<file path="config.mk">
export PLATFORM = sky130hd
export DESIGN_NAME = keypad_matrix_emulator
export DESIGN_NICKNAME = d
export VERILOG_FILES = /design/src/rtl/keypad_matrix_emulator.sv
export SDC_FILE = /design/constraint.sdc
export NUM_CORES = 1
export LEC_CHECK = 0
export CORE_ASPECT_RATIO = 1.5
export CORE_MARGIN = 1
export CORE_UTILIZATION = 53
export DETAILED_ROUTE_END_ITERATION = 7
export GPL_ROUTABILITY_DRIVEN = 0
export PLACE_DENSITY = 0.77
export SLEW_MARGIN = 15
export SYNTH_ARGS = -nofsm -noshare
export SYNTH_HDL_FRONTEND = slang
export SYNTH_SLANG_ARGS = --single-unit
</file>
<file path="constraint.sdc">
create_clock -name clk -period 2.36 [get_ports clk]
set_input_delay 0.354 -clock clk [delete_from_list [all_inputs] [get_ports clk]]
set_output_delay 0.354 -clock clk [all_outputs]
set_load 0.03 [all_outputs]
</file>
<file path="src/rtl/keypad_matrix_emulator.sv">
// Column-side emulator of a 4x4 keypad matrix: queued synthetic key presses are
// replayed as bounce / clean hold / release gap on the scanner's kp_row/kp_col wires.
module keypad_matrix_emulator #(
    parameter int FIFO_DEPTH = 4,
    parameter int HOLD_W     = 8,
    parameter int BOUNCE_CYC = 3,
    parameter int GAP_CYC    = 2
) (
    input  logic              clk,
    input  logic              rst,
    input  logic [3:0]        kp_row,
    output logic [3:0]        kp_col,
    input  logic              cmd_valid,
    output logic              cmd_ready,
    input  logic [3:0]        cmd_key,
    input  logic [HOLD_W-1:0] cmd_hold,
    input  logic              abort,
    output logic              busy,
    output logic              key_down,
    output logic              cmd_err
);
    localparam int AW = (FIFO_DEPTH > 1) ? $clog2(FIFO_DEPTH) : 1;
    localparam int CW = $clog2(BOUNCE_CYC + GAP_CYC + 2);

    typedef enum logic [1:0] {S_IDLE, S_BOUNCE, S_HOLD, S_GAP} state_t;

    state_t            state_q;
    logic [AW-1:0]     wr_ptr_q, rd_ptr_q;
    logic [AW:0]       count_q, count_d;
    logic [3:0]        row_mem [FIFO_DEPTH];
    logic [3:0]        col_mem [FIFO_DEPTH];
    logic [HOLD_W-1:0] hold_mem [FIFO_DEPTH];
    logic [3:0]        cur_row_q, cur_col_q;
    logic [HOLD_W-1:0] hold_cnt_q, hold_eff;
    logic [CW-1:0]     cnt_q;
    logic              bph_q, key_down_q, cmd_err_q;
    logic              key_ok, full, accept, push, pop;
    logic [3:0]        key_row, key_col;

    always_comb begin
        key_ok  = 1'b1;
        key_row = 4'b1101;
        key_col = 4'b1110;
        case (cmd_key)
            4'h8: key_col = 4'b1110;
            4'h5: key_col = 4'b1101;
            4'h2: key_col = 4'b1011;
            4'hA: key_col = 4'b0111;
            4'h7: begin key_row = 4'b1110; key_col = 4'b1110; end
            4'h4: begin key_row = 4'b1110; key_col = 4'b1101; end
            4'h1: begin key_row = 4'b1110; key_col = 4'b1011; end
            4'h0: begin key_row = 4'b1110; key_col = 4'b0111; end
            default: key_ok = 1'b0;
        endcase
    end

    assign full      = (count_q == (AW+1)'(FIFO_DEPTH));
    assign cmd_ready = !full;
    assign accept    = cmd_valid && cmd_ready && !abort;
    assign push      = accept && key_ok;
    assign pop       = (state_q == S_IDLE) && (count_q != '0) && !abort;
    assign hold_eff  = (hold_mem[rd_ptr_q] == '0) ? HOLD_W'(1) : hold_mem[rd_ptr_q];

    always_comb begin
        count_d = count_q;
        case ({push, pop})
            2'b10:   count_d = count_q + 1'b1;
            2'b01:   count_d = count_q - 1'b1;
            default: count_d = count_q;
        endcase
    end

    // Queue storage needs no reset; validity is tracked by count_q.
    always_ff @(posedge clk) begin
        if (push) begin
            row_mem[wr_ptr_q]  <= key_row;
            col_mem[wr_ptr_q]  <= key_col;
            hold_mem[wr_ptr_q] <= cmd_hold;
        end
    end

    always_ff @(posedge clk or posedge rst) begin
        if (rst) begin
            state_q    <= S_IDLE;
            wr_ptr_q   <= '0;
            rd_ptr_q   <= '0;
            count_q    <= '0;
            cur_row_q  <= '1;
            cur_col_q  <= '1;
            hold_cnt_q <= '0;
            cnt_q      <= '0;
            bph_q      <= 1'b0;
            key_down_q <= 1'b0;
            cmd_err_q  <= 1'b0;
        end else begin
            cmd_err_q <= accept && !key_ok;
            if (abort) begin
                state_q    <= S_IDLE;
                wr_ptr_q   <= '0;
                rd_ptr_q   <= '0;
                count_q    <= '0;
                key_down_q <= 1'b0;
            end else begin
                if (push) wr_ptr_q <= wr_ptr_q + 1'b1;
                if (pop)  rd_ptr_q <= rd_ptr_q + 1'b1;
                count_q <= count_d;
                // key_down_q is the value emitted by the current state, so the
                // pop clock itself is a released load cycle before first contact.
                case (state_q)
                    S_IDLE: begin
                        key_down_q <= 1'b0;
                        if (pop) begin
                            cur_row_q  <= row_mem[rd_ptr_q];
                            cur_col_q  <= col_mem[rd_ptr_q];
                            hold_cnt_q <= hold_eff;
                            bph_q      <= 1'b1;
                            cnt_q      <= CW'(BOUNCE_CYC);
                            state_q    <= (BOUNCE_CYC == 0) ? S_HOLD : S_BOUNCE;
                        end
                    end
                    S_BOUNCE: begin
                        key_down_q <= bph_q;
                        bph_q      <= !bph_q;
                        if (cnt_q <= CW'(1)) state_q <= S_HOLD;
                        else                 cnt_q   <= cnt_q - 1'b1;
                    end
                    S_HOLD: begin
                        key_down_q <= 1'b1;
                        if (hold_cnt_q <= HOLD_W'(1)) begin
                            state_q <= S_GAP;
                            cnt_q   <= CW'(GAP_CYC);
                        end else begin
                            hold_cnt_q <= hold_cnt_q - 1'b1;
                        end
                    end
                    default: begin
                        key_down_q <= 1'b0;
                        if (cnt_q <= CW'(1)) state_q <= S_IDLE;
                        else                 cnt_q   <= cnt_q - 1'b1;
                    end
                endcase
            end
        end
    end

    assign kp_col   = (key_down_q && (kp_row == cur_row_q)) ? cur_col_q : 4'b1111;
    assign busy     = (state_q != S_IDLE) || (count_q != '0);
    assign key_down = key_down_q;
    assign cmd_err  = cmd_err_q;
endmodule

</file>
======== Yosys cells after proc, flatten, opt, wreduce, memory -nomap -nowiden ========
Memories as Yosys holds them, arrays and structs flattened. A register that Yosys moved wholly into a read port is not among the register bits.
Index checks and enable logic that the tools add are counted.
operators by class
  shift operators ......................... 0
  order comparisons ....................... 2
  $add $sub $neg .......................... 6
  multipliers ............................. 0
  bitwise operators ....................... 1
  reductions and logical operators ........ 33
  multiplexer cells ....................... 30
  div/mod/pow operators ................... 0
  eq/ne operators ......................... 20
operators with widths
  kind                                                  count
  2-to-1 mux 8 bit                                      3
  2-to-1 mux 2 bit                                      10
  one-hot mux 8 bit (2 select lines)                    1
  == test 4 x 3 -> 1 bit (second input constant)        3
  2-to-1 mux 3 bit                                      4
  one-hot mux 3 bit (2 select lines)                    2
  one-hot mux 4 bit (3 select lines)                    1
  AND reduction 4 bit                                   3
  nonzero test 2 bit                                    5
  != test 3 bit (second input constant)                 3
  == test 4 bit (second input constant)                 2
  <= comparator 8 x 1 -> 1 bit (second input constant)  1
  zero test 8 bit                                       1
  OR reduction 8 bit                                    1
  subtractor 8 x 1 -> 8 bit (second input constant)     1
  logical AND 1 bit                                     7
  != test 2 bit (second input constant)                 3
  one-hot mux 2 bit (3 select lines)                    1
  AND reduction 3 bit                                   2
  nonzero test 3 bit                                    2
  OR reduction 2 bit                                    3
  subtractor 3 x 1 -> 3 bit (second input constant)     2
  2-to-1 mux 1 bit                                      5
  adder 2 x 1 -> 2 bit (second input constant)          2
  other kinds (18)                                      24
word-level totals
  input bits .............................. 20
  bits in read-only memories .............. 0
  output and inout port bits .............. 8
  latch bits .............................. 0
  register bits ........................... 27
  memory bits (writable) .................. 56
  memories kept ........................... 3
memory list
  memory    words  width  read ports  clocked after memory_dff  write ports  RTL line  source
  hold_mem  4      8      1           0                         1            32        logic [HOLD_W-1:0] hold_mem [FIFO_DEPTH];
  col_mem   4      4      1           1                         1            31        logic [3:0] col_mem [FIFO_DEPTH];
  row_mem   4      2      1           1                         1            30        logic [3:0] row_mem [FIFO_DEPTH];

======== Longest topological paths before layout ========
  word-level depth ........................ 8
  depth in mapped cells ................... 10
  gate-level depth less buffers ........... 8

======== Least setup slack after synthesis ========
No wires, ideal clock.
  path type ............................... input to register
  from .................................... in cmd_key[1]
  to ...................................... reg count_q[2]
  arrival time ............................ 2175 ps
  cell stages on the path ................. 9
  library setup time ...................... 125 ps
  slack ................................... 60 ps
  path buffers ............................ 1
  data required time ...................... 2235 ps
  path through ............................ a21boi_0 -> o22ai_1 -> and2_1 -> clkbuf_1 -> nor3_1 -> fa_1 -> and2_1 -> mux2i_1 -> mux2_2
on the way
  longest elaborated chain between the ends .. 7
  elaborated cells between the ends (all ways) .. 16
  classes of those cells .................. eq/ne: 9; mux: 3; reduce/logical: 4
ends and longest elaborated chain
  element                                                  RTL line  source
  start: declaration                                       15        input logic [3:0] cmd_key,
  == test 4 x 1 -> 1 bit (tied with other cells)           44        case (cmd_key)
  OR reduction 8 bit (no line) (*)                         --
  2-to-1 mux 1 bit (*)                                     44
  logical AND 1 bit (*)                                    60        assign push = accept && key_ok;
  == test 2 x 1 -> 1 bit or == test 2 bit (tied branches)  66        case ({push, pop})
  one-hot mux 3 bit (2 select lines)                       66
  2-to-1 mux 3 bit                                         97        if (abort) begin
  end signal: assignment                                   106       count_q <= count_d;
  end: declaration                                         29        logic [AW:0] count_q, count_d;
Mark *: on every way between the ends. The rest lies on a longest branch, timed or not.
A chain may end at the register's enable or synchronous reset.

======== Worst setup path after layout ========
Same ends and word-level chain as after synthesis.

==> reports/metrics.cfg <==
[run_status]
run_status=completed

[global_route]
groute.layer.met2.usage_pct=36.0
track_usage_pct=20.4
grt_start_max_net_pins=30
global_route.overflow_total=0
global_route.peak_usage_layer=met2
first_global_vias=2447
grt_antenna_before_repair=0
grtUsageMet3_pct=4.42
grt_pass1_wl_um=11400
groute.layer.met1.usage_pct=23.2

[sta]
relative_slew_slack_pct=49.8
fin_skew_ns=0.00478
layout_min_cycle_time_ns=2.28
achievable-frequency_mhz=439
unrepaired_setup_endpoints_after_global_routing=yes
final.period_utilization_pct=96.5
final-setup-viol-count=0
finalHoldWorstSlack_ns=0.373
tightest_pin_transition_ns=0.753
fin_max_slew_vios=0
final_hold_viol_count=0

[synthesis]
post_synth_mux_area_share_pct=11.7
synthArstFlopShare_pct=34.1
synth_simple_gate_area_share_pct=9.85
xor_xnor_cell_area_share_of_the_yosys_netlist_pct=1.58
synth.area.top_cells=edfxtp_1 43%, dfrtp_1 15%, mux4_2 8.1%, dfstp_2 4.1%, ha_1 3.5%
avgSynthCellArea_sq_um=14.2
yosys_most_used_dff=edfxtp_1
share_of_the_synthesized_area_in_compound_gates_ao_oa_aoi_oai_pct=8.24
synth_nets=306
synth.cell_area_sq_um=3890
post-synth-top-area-cell=edfxtp_1
synth.top_cell.area_share_pct=43.3
cells_after_synthesis=274
synth.ff_latch_count=85
synthesized_area_fraction_occupied_by_adder_cells_pct=4.06
yosysSeqAreaShare_pct=62.1
synth_enable_flop_cells=56
synth_cell_types=47
synth_top_family_by_area=multiplexers
ys.warnings.count=0

[routing]
drt_first_iter_violations=73
drtPass1Iterations=5
vias_per_cell=5.55
route.vias.total=2359
drt-total-wl_um=6860
detail-route-antenna-nets=0
wire_per_inst_um=16.1
remaining_drc_errors=0

[placement]
placedInstanceArea_sq_um=4400
io_buffers=27
post-dp-hpwl_um=4800

[pwr]
power.share.clock_pct=19.1
static-leakage-power_nw=1.70
swShare_pct=33.2
int_pwr_mw=3.04
comb_power_share_pct=35.4
peakVddDrop_mv=0.555
p_per_area_nw_per_um2=992
p_seq_share_pct=45.5
power.net_switching_mw=1.51

[hold_path]
holdCritPathClass=input port to async pin

[cts]
post_cts_hold_buffer_count=0
cts_sinks=85
cts.path.max_buffers=2
worst_setup_hold_path_clk_slew_ns=0.08
worst_skew_pair.late_latency_ns=0.35
htree_num_levels=3
cts_setup_buffers=0
tritoncts.num_buffers=9
cts_root_buf=clkbuf_8
tritoncts_clock_tree=done

[floorplanning]
fp-row-count=37
floorplan.initialDensity_pct=55.6
die_h_um=107
io_count=28
floorplan.die_area_sq_um=7690
dieWidth_um=71.9
floorplan_core_area_sq_um=6990

[cells_and_area]
final_layout_size_suffix_gt1_share_pct=22.6
antenna-diode-count=0
layout_commonest_cell=edfxtp_1
layout.nets=355
final_core_utilization_pct=65.5
fillCellCount=506
syn_to_final_growth_pct=17.9
mostFrequentLayoutCells=56 x edfxtp_1, 30 x nor2_1, 23 x dfrtp_1
stdcell_area_sq_um=4580

[setup_path]
cp_max_fo=6
timing.setup.critical_path_class=input port to flip-flop
timing.critical_path.arrival_ns=2.51
critical_path.endpoint_type=flip-flop
type_of_origin_of_the_critical_path=input port
cp_data_required_time_ns=2.59

[flow_run]
max_cap_violations=0

[power groups by stage]
| stage | clock network (mW) | logic [mW] | registers, mW |
|---|---|---|---|
| 2_1_floorplan | 0 | 1.21 | 2.02 |
| 3_3_place_gp | 0 | 1.57 | 2.08 |
| 3_5_place_dp | 0 | 1.61 | 2.10 |
| 4_1_cts | 0.895 | 1.62 | 2.07 |
| 5_1_grt | 0.960 | 1.78 | 2.11 |
| 6_report | 0.868 | 1.61 | 2.07 |
[cell families (layout without fill, tap and decap cells)]
logic type                 after synthesis  after routing
DFF                                     85             85
and+or+nand+nor                         76             76
AOI/OAI and AO/OA                       43             43
muxes                                   27             27
buffers and inverters                   24             78
adders and majority gates               12             12
xor gates and xnor gates                 7              7
[synthesized netlist by cell type (all sizes together), types with 3 or more instances]
| library cell | n |
|---|---|
| xor2 | 3 |
| xnor2 | 4 |
| dfrtp | 23 |
| edfxtp | 56 |
| o22a | 6 |
| buf | 4 |
| nand2 | 9 |
| nor4 | 3 |
| and2 | 3 |
| mux4 | 14 |
| nor2 | 30 |
| o21ai | 6 |
| ha | 11 |
| a31oi | 3 |
| a21oi | 11 |
| nor3 | 8 |
| mux2i | 4 |
| dfstp | 6 |
| and3 | 5 |
| inv | 13 |
| nand2b | 9 |
| mux2 | 9 |
| clkbuf | 6 |
[sequential cells by signal, summed over array words and instances (netlist names)]
name        cells
state_q         2
bph_q           1
wr_ptr_q        2
count_q         3
hold_mem       32
cnt_q           3
col_mem        16
key_down        1
rd_ptr_q        2
cur_row_q       2
cmd_err         1
row_mem         8
cur_col_q       4
hold_cnt_q      8
[layout make-up]
| cell class | count | area, sq um | share of cell area [%] |
|---|---|---|---|
| Clock buffer | 9 | 124 | 2.70 |
| Inverter | 14 | 52.6 | 1.15 |
| Multi-Input combinational cell | 165 | 1400 | 30.4 |
| Tap cell | 97 | 121 | 2.65 |
| Timing Repair Buffer | 48 | 433 | 9.45 |
| Sequential cell | 85 | 2410 | 52.7 |
| Clock inverter | 7 | 41.3 | 0.901 |
[critical path, cell delays in order]
cell	delay, ns
clkdlybuf4s50_1	0.49
a21boi_2	0.21
o22ai_2	0.18
and2_1	0.18
nor3_1	0.06
fa_1	0.38
and2_1	0.15
mux2i_1	0.15
mux2_2	0.35
[repair_timing]
action	4_1_cts	5_1_grt
endpoints found under the setup margin	2	8
gates cloned	0	0
resized for setup	2	8
[per-layer routing]
layer  part of all wire [%]  routed length (um)
met1                     40                2720
met2                     55                3780
met3                    2.7                 185
met4                    2.5                 172
met5                      0                   0
[stage by stage]
stage / power, mW / setup slack [ns] / TNS, ns / cells
3_5_place_dp: 3.71 / -0.328 / -9.26 / 409
5_1_grt: 4.85 / -0.0574 / -0.0574 / 425
3_3_place_gp: 3.65 / -0.212 / -5.14 / 409
4_1_cts: 4.59 / 0.00462 / 0 / 425
2_1_floorplan: 3.24 / 0.0601 / 0 / 274
6_report: 4.55 / 0.0829 / 0 / 425
[worst paths after layout]
path / from / to / slack (ns) / cells past startpoint
min reg2reg: cnt_q[2]$_DFFE_PP0P_ / cnt_q[2]$_DFFE_PP0P_ / 0.54 / 1
max in group asynchronous: rst / cur_col_q[0]$_DFFE_PP1P_ / 1.66 / 3
max: cmd_key[1] / count_q[2]$_DFFE_PP0P_ / 0.08 / 9
max reg2reg: hold_cnt_q[4]$_DFFE_PP0P_ / cnt_q[1]$_DFFE_PP0P_ / 0.17 / 5
min: rst / hold_cnt_q[2]$_DFFE_PP0P_ / 0.37 / 3
min in group clk: cnt_q[2]$_DFFE_PP0P_ / cnt_q[2]$_DFFE_PP0P_ / 0.54 / 1
Power figures use the tool's default switching activity.
